## src/rtl/dnn_layer_seq.sv

```systemverilog
// Sequencer for one fully-connected layer pass: sweeps ss inputs for each of os outputs,
// drives MAC controls and weight address, and issues delayed dst_buf write strobes.
module dnn_layer_seq #(
    parameter int AW   = 12,
    parameter int WAW  = 16,
    parameter int PIPE = 3
) (
    input  logic           clk,
    input  logic           reset,
    input  logic           run,
    input  logic           stop,
    input  logic [AW-1:0]  ss,
    input  logic [AW-1:0]  os,
    output logic           busy,
    output logic           done,
    output logic           exec,
    output logic [AW-1:0]  ia,
    output logic [WAW-1:0] wa,
    output logic           init,
    output logic           last,
    output logic           outr,
    output logic [AW-1:0]  oa
);

    typedef enum logic [1:0] {IDLE, EXEC, FLUSH} state_t;

    state_t          state_q, state_d;
    logic [AW-1:0]   ss_r_q, ss_r_d;
    logic [AW-1:0]   os_r_q, os_r_d;
    logic            busy_q, busy_d;
    logic            done_q, done_d;
    logic            exec_q, exec_d;
    logic [AW-1:0]   ia_q, ia_d;
    logic [WAW-1:0]  wa_q, wa_d;
    logic            init_q, init_d;
    logic            last_q, last_d;
    logic [AW-1:0]   o_q, o_d;
    logic [PIPE-1:0] vld_q, vld_d;
    logic [AW-1:0]   oidx_q [PIPE];
    logic [AW-1:0]   oidx_d [PIPE];

    always_comb begin
        state_d = state_q;
        ss_r_d  = ss_r_q;
        os_r_d  = os_r_q;
        busy_d  = busy_q;
        done_d  = 1'b0;
        exec_d  = 1'b0;
        ia_d    = ia_q;
        wa_d    = wa_q;
        init_d  = 1'b0;
        last_d  = 1'b0;
        o_d     = o_q;

        // Write delay line: an output's index travels with its last-element strobe
        vld_d[0]  = exec_q & last_q;
        oidx_d[0] = o_q;
        for (int k = 1; k < PIPE; k++) begin
            vld_d[k]  = vld_q[k-1];
            oidx_d[k] = oidx_q[k-1];
        end

        if (stop) begin
            state_d = IDLE;
            busy_d  = 1'b0;
            vld_d   = '0;
        end else begin
            unique case (state_q)
                IDLE: begin
                    if (run) begin
                        ss_r_d = ss;
                        os_r_d = os;
                        if ((ss != '0) && (os != '0)) begin
                            state_d = EXEC;
                            busy_d  = 1'b1;
                            exec_d  = 1'b1;
                            ia_d    = '0;
                            wa_d    = '0;
                            o_d     = '0;
                            init_d  = 1'b1;
                            last_d  = (ss == AW'(1));
                        end else begin
                            done_d = 1'b1;
                        end
                    end
                end
                EXEC: begin
                    if (last_q) begin
                        if (o_q == os_r_q - AW'(1)) begin
                            state_d = FLUSH;
                        end else begin
                            exec_d = 1'b1;
                            ia_d   = '0;
                            wa_d   = wa_q + WAW'(1);
                            o_d    = o_q + AW'(1);
                            init_d = 1'b1;
                            last_d = (ss_r_q == AW'(1));
                        end
                    end else begin
                        exec_d = 1'b1;
                        ia_d   = ia_q + AW'(1);
                        wa_d   = wa_q + WAW'(1);
                        last_d = (ia_q + AW'(1) == ss_r_q - AW'(1));
                    end
                end
                FLUSH: begin
                    // Finish in the cycle right after the final write strobe leaves the line
                    if (vld_d == '0) begin
                        state_d = IDLE;
                        done_d  = 1'b1;
                        busy_d  = 1'b0;
                    end
                end
                default: begin
                    state_d = IDLE;
                    busy_d  = 1'b0;
                end
            endcase
        end
    end

    always_ff @(posedge clk or posedge reset) begin
        if (reset) begin
            state_q <= IDLE;
            ss_r_q  <= '0;
            os_r_q  <= '0;
            busy_q  <= 1'b0;
            done_q  <= 1'b0;
            exec_q  <= 1'b0;
            ia_q    <= '0;
            wa_q    <= '0;
            init_q  <= 1'b0;
            last_q  <= 1'b0;
            o_q     <= '0;
            vld_q   <= '0;
            for (int k = 0; k < PIPE; k++) oidx_q[k] <= '0;
        end else begin
            state_q <= state_d;
            ss_r_q  <= ss_r_d;
            os_r_q  <= os_r_d;
            busy_q  <= busy_d;
            done_q  <= done_d;
            exec_q  <= exec_d;
            ia_q    <= ia_d;
            wa_q    <= wa_d;
            init_q  <= init_d;
            last_q  <= last_d;
            o_q     <= o_d;
            vld_q   <= vld_d;
            for (int k = 0; k < PIPE; k++) oidx_q[k] <= oidx_d[k];
        end
    end

    assign busy = busy_q;
    assign done = done_q;
    assign exec = exec_q;
    assign ia   = ia_q;
    assign wa   = wa_q;
    assign init = init_q;
    assign last = last_q;
    assign outr = vld_q[PIPE-1];
    assign oa   = oidx_q[PIPE-1];

endmodule

```

## config.mk

```make
export PLATFORM = sky130hd
export DESIGN_NAME = dnn_layer_seq
export DESIGN_NICKNAME = d
export VERILOG_FILES = /design/src/rtl/dnn_layer_seq.sv
export SDC_FILE = /design/constraint.sdc
export NUM_CORES = 1
export LEC_CHECK = 0
export ABC_AREA = 1
export CAP_MARGIN = 20
export CORE_MARGIN = 4
export CORE_UTILIZATION = 49
export CTS_BUF_LIST = sky130_fd_sc_hd__clkbuf_4
export CTS_CLUSTER_DIAMETER = 120
export DETAILED_ROUTE_END_ITERATION = 6
export PLACE_DENSITY_LB_ADDON = 0.15
export SLEW_MARGIN = 20
export SYNTH_ARGS = -nofsm -noshare
export SYNTH_HDL_FRONTEND = slang
export SYNTH_SLANG_ARGS = --single-unit
```

## constraint.sdc

```tcl
create_clock -name clk -period 7 [get_ports clk]
set_input_delay 1.4 -clock clk [delete_from_list [all_inputs] [get_ports clk]]
set_output_delay 1.4 -clock clk [all_outputs]
set_load 0.02 [all_outputs]
```

# Word level (Yosys, flattened, before mapping)
# Cells that the tools add are included.
dict set report classes {
  add_sub_neg 5
  n_eq_ne 17
  n_mux 46
  bitwise 2
  reduce_logical 11
}
# cell count
set ops {}
lappend ops {{$mux W12} 6}
lappend ops {{$mux W16} 4}
lappend ops {{$pmux W12 S2} 2}
lappend ops {{$pmux W16 S2} 1}
lappend ops {{$add A12 B1 Y12 const B} 2}
lappend ops {{$eq A12 B1 Y1 const B} 2}
lappend ops {{$eq A12 B12 Y1} 2}
lappend ops {{$reduce_bool A12 Y1} 2}
lappend ops {{$sub A12 B1 Y12 const B} 2}
lappend ops {{$mux W1} 20}
lappend ops {{$ne A3 B3 Y1 const B} 6}
lappend ops {{$add A16 B1 Y16 const B} 1}
lappend ops {{$mux W2} 6}
lappend ops {{$ne A2 B2 Y1 const B} 5}
lappend ops {{$reduce_and A5 Y1} 2}
lappend ops {{$pmux W1 S2} 4}
lappend ops {{$pmux W2 S3} 1}
lappend ops {{$reduce_and A6 Y1} 1}
lappend ops {{$reduce_and A4 Y1} 1}
lappend ops {{$logic_not A3 Y1} 1}
lappend ops {{$mux W3} 1}
lappend ops {{$pmux W1 S3} 1}
lappend ops {{$reduce_and A3 Y1} 1}
lappend ops {{$eq A2 B1 Y1 const B} 1}
lappend ops {{6 further kinds} 6}
dict set report totals {
  register_bits 110
  inputBits 28
  wordCells 96
}

# Depth between registers and ports, before layout
dict set report depth {
  word_depth 6
  ltp_mapped 17
  mapped_depth_nobuf 16
}

# Worst setup path after synthesis
# Ideal clock, no wire load.
dict set report synth_path {
  path_type {in2reg}
  from {input ss[5]}
  to {register ia_q[3] (netlist: ia[3])}
  setup_time_ps 123
  arrival_ps 2653
  t_required_ps 6877
  slack_ps 4224
  cell_stages 12
  path_cell_list {nor4_1 > nand4_1 > nand2_1 > inv_1 > nand2_1 > a21oi_1 > nand2_2 > nand2_2 > buf_6 > buf_6 > nand2_1 > o21ai_1}
}
dict set report synth_between {
  elab_chain_cells 4
}
# element line_no
set synth_lines {}
lappend synth_lines {{from (decl)} 12} ;# input logic [AW-1:0] ss,
lappend synth_lines {{$reduce_bool A12 Y1} 73} ;# if ((ss != '0) && (os != '0)) begin
lappend synth_lines {{$logic_and A1 B1 Y1} 73}
lappend synth_lines {{$ne A2 B2 Y1 (no source line)} -}
lappend synth_lines {{$reduce_and A5 Y1 (no source line)} -}
lappend synth_lines {{to (signal assigned)} 144} ;# ia_q <= ia_d;
lappend synth_lines {{to (decl)} 33} ;# logic [AW-1:0] ia_q, ia_d;
# No other way between the ends.
# A chain may end at the register's enable or synchronous reset.

# Final worst setup path
dict set report layout_path {
  from {input ss[3]}
  to {register ia_q[11] (netlist: ia[11])}
}
# Same word-level chain as after synthesis.

==> impl_metrics.yaml <==
run_status:
  status: "completed"
route:
  drtIter0Drc: 335
  via_count: 4944
  drc_errors: 0
  ant_nets: 0
  wl_um: 13200
  wire_per_inst_um: 14.1
  avgViaCountPerCell: 5.25
  firstDrtPassIters: 5
final_layout:
  num_antenna_cells: 0
  stdcell_count: 941
  syn2layout_area_growth_pct: 16.9
  drive_gt1_share_pct: 6.39
  final_common_cell: "nand2_1"
  nNetsFinal: 827
  fin_util_pct: 58.7
  final_area_um2: 6730
  nFillCells: 1038
  layout_common_cells: "nand2_1 (191), dfrtp_1 (110), nor2_1 (90)"
global_route:
  antenna_found_initial: 0
  grt_start_max_net_pins: 58
  grt_first_pass_wirelength_um: 22100
  grt_use_total_pct: 20.7
  grt_pass1_vias: 4753
  grt_overflow: 0
worst_hold_path:
  min_path_cells: 0
  hold_end: "oa[1]"
  min_from: "oidx_d[1]"
  hold_class: "flop to flop"
clock_network:
  clk_pin_slew_ps: 170
  cts_setup_buffers: 0
  cts_tree: "done"
  cts_buffer_depth: 2
  cts_hold_buf: 0
  ctsResizeCount: 0
  cts_made_buffers: 9
  clock_latency_ps: 500
  h-tree-depth: 3
  cts_root_buf: "clkbuf_4"
  clock_sinks: 110
synthesis:
  synthCells: 724
  yosys.cell_types.count: 33
  syn_avg_cell_area_um2: 7.95
  synth_fp_nets: 758
  yosysWarnings: 0
  syn_area_um2: 5760
  ys_seq_area_share_pct: 47.8
  synth-seq-cells: 110
placement:
  dp_cells: 925
  port_buffers: 73
  place_area_um2: 6600
  place_congestion: 0.852
  hpwl_um: 9700
critical_path:
  cp.required_ps: 7450
  crit_arrival_ps: 4190
  r2r_end: "wa[3]"
  reg2reg_depth: 13
  regToRegSetupSlack_ps: 4210
  criticalPathCategory: "input port to flop"
  start_kind: "input port"
  endpoint_kind: "flop"
  cp_max_fo: 38
  crit-reg2reg-launch: "os_r_q[0]"
timing:
  fmax_mhz: 267
  tightest_slew_ps: 745
  finalCritPeriodShare_pct: 53.5
  fin_hold_ws_ps: 367
  hold_viol: 0
  finalCriticalPeriod_ps: 3750
  setup_viol: 0
  relSlewSlack_pct: 50.2
  drv_slew: 0
  rsz0062_at_grt: "no"
  final.setup.tns_ps: 0
  fin_skew_ps: 26.7
pwr:
  cellPowerDensity_nw_per_um2: 263
  power_leakage_nw: 3.21
  vdd_drop_max_mv: 0.186
flow_run:
  cap_viol_max_count: 0
die:
  die_h_um: 116
  io_pins: 74
  die_area_um2: 13500
  core_um2: 11500
  rows: 39
  die_w_um: 116
  start_util_pct: 50.2
report_power, final:
part | internal (mW) | leakage [nW] | switching (mW)
Clock | 0.0868 | 0.0771 | 0.227
Sequential | 0.724 | 1.46 | 0.0909
Combinational | 0.220 | 1.67 | 0.420
Total | 1.03 | 3.21 | 0.737
worst max path at each step:
stage / slack, ps / endpoint / from / cells past startpoint
2_1_floorplan: 2700 / busy / reset / 1
3_3_place_gp: 2860 / ia[10] / ss[5] / 11
3_5_place_dp: 2740 / ia[6] / ss[5] / 10
4_1_cts: 3300 / ia[7] / ss[5] / 10
5_1_grt: 2990 / ia[6] / ss[5] / 10
6_report: 3250 / ia[11] / ss[3] / 13
routing by layer:
metal,up-vias,part of all wire [%],GRT usage [%]
li1,2461,-,-
met3,23,5.4,4.40
met5,-,0,0
met1,2333,49,29.4
met2,127,44,31.7
met4,0,1.6,6.96
final cells by class:
type	instances	area (um^2)	area share, %
clock buffers	10	75.1	1.12
clock inverters	6	56.3	0.837
inverters	72	273	4.05
multi-input cells	524	2640	39.2
flip-flops and latches	110	2750	40.9
well taps	143	179	2.66
repair buffers	76	753	11.2
per-stage QoR:
| stage | total power, mW | worst slack, ps |
|---|---|---|
| 2_1_floorplan | 1.30 | 2700 |
| 3_3_place_gp | 1.44 | 2860 |
| 3_5_place_dp | 1.46 | 2740 |
| 4_1_cts | 1.78 | 3300 |
| 5_1_grt | 1.91 | 2990 |
| 6_report | 1.77 | 3250 |
state kept, by name (all words and copies together), names as in the netlist, 3 cells and up:
signal  cells
wa         16
vld_q       3
ia         12
oidx_d     24
oa         12
os_r_q     12
o_q        12
ss_r_q     12
worst max-delay path, stage by stage:
cell             delay (ps)
clkdlybuf4s50_1         460
inv_1                    50
nand2_1                 120
nor2_1                   50
nand4_1                 150
nand2_1                  70
inv_1                   100
nand2_1                  60
a21oi_1                 340
nand2_2                 430
nand2_2                 710
nand3_1                 150
nand2_1                 100
cell usage after synthesis, drive strengths merged:
cell    number  area share (%)
nand4       15             1.9
o22ai        1            0.11
nor3        17             1.5
a21oi       19             1.7
xnor2        8             1.2
ha           6             1.3
o21ai       28             2.9
nor3b        2            0.26
and3         4            0.43
xor2        36             5.5
or3          1            0.11
dfrtp      110              48
inv         72             4.7
mux2         4            0.78
buf          6            0.85
nor4        10             1.1
o21a         1            0.13
nor2        98             6.9
nand2      199              13
nand3b       3            0.46
clkbuf      12            0.80
nand3       72             6.3
logic make-up (layout without fill, tap and decap cells):
logic type                 count (synthesis)  count (layout)  share of synthesized area [%]
xor gates and xnor gates                  44              44                           6.69
muxes                                      4               4                          0.782
buffers and inverters                     90             164                           6.34
and+or+nand+nor                          421             421                           32.3
AOI/OAI and AO/OA                         49              49                           4.78
adders and majority gates                  6               6                           1.30
DFF                                      110             110                           47.8
Note: power is estimated with default switching activity, not from simulation.
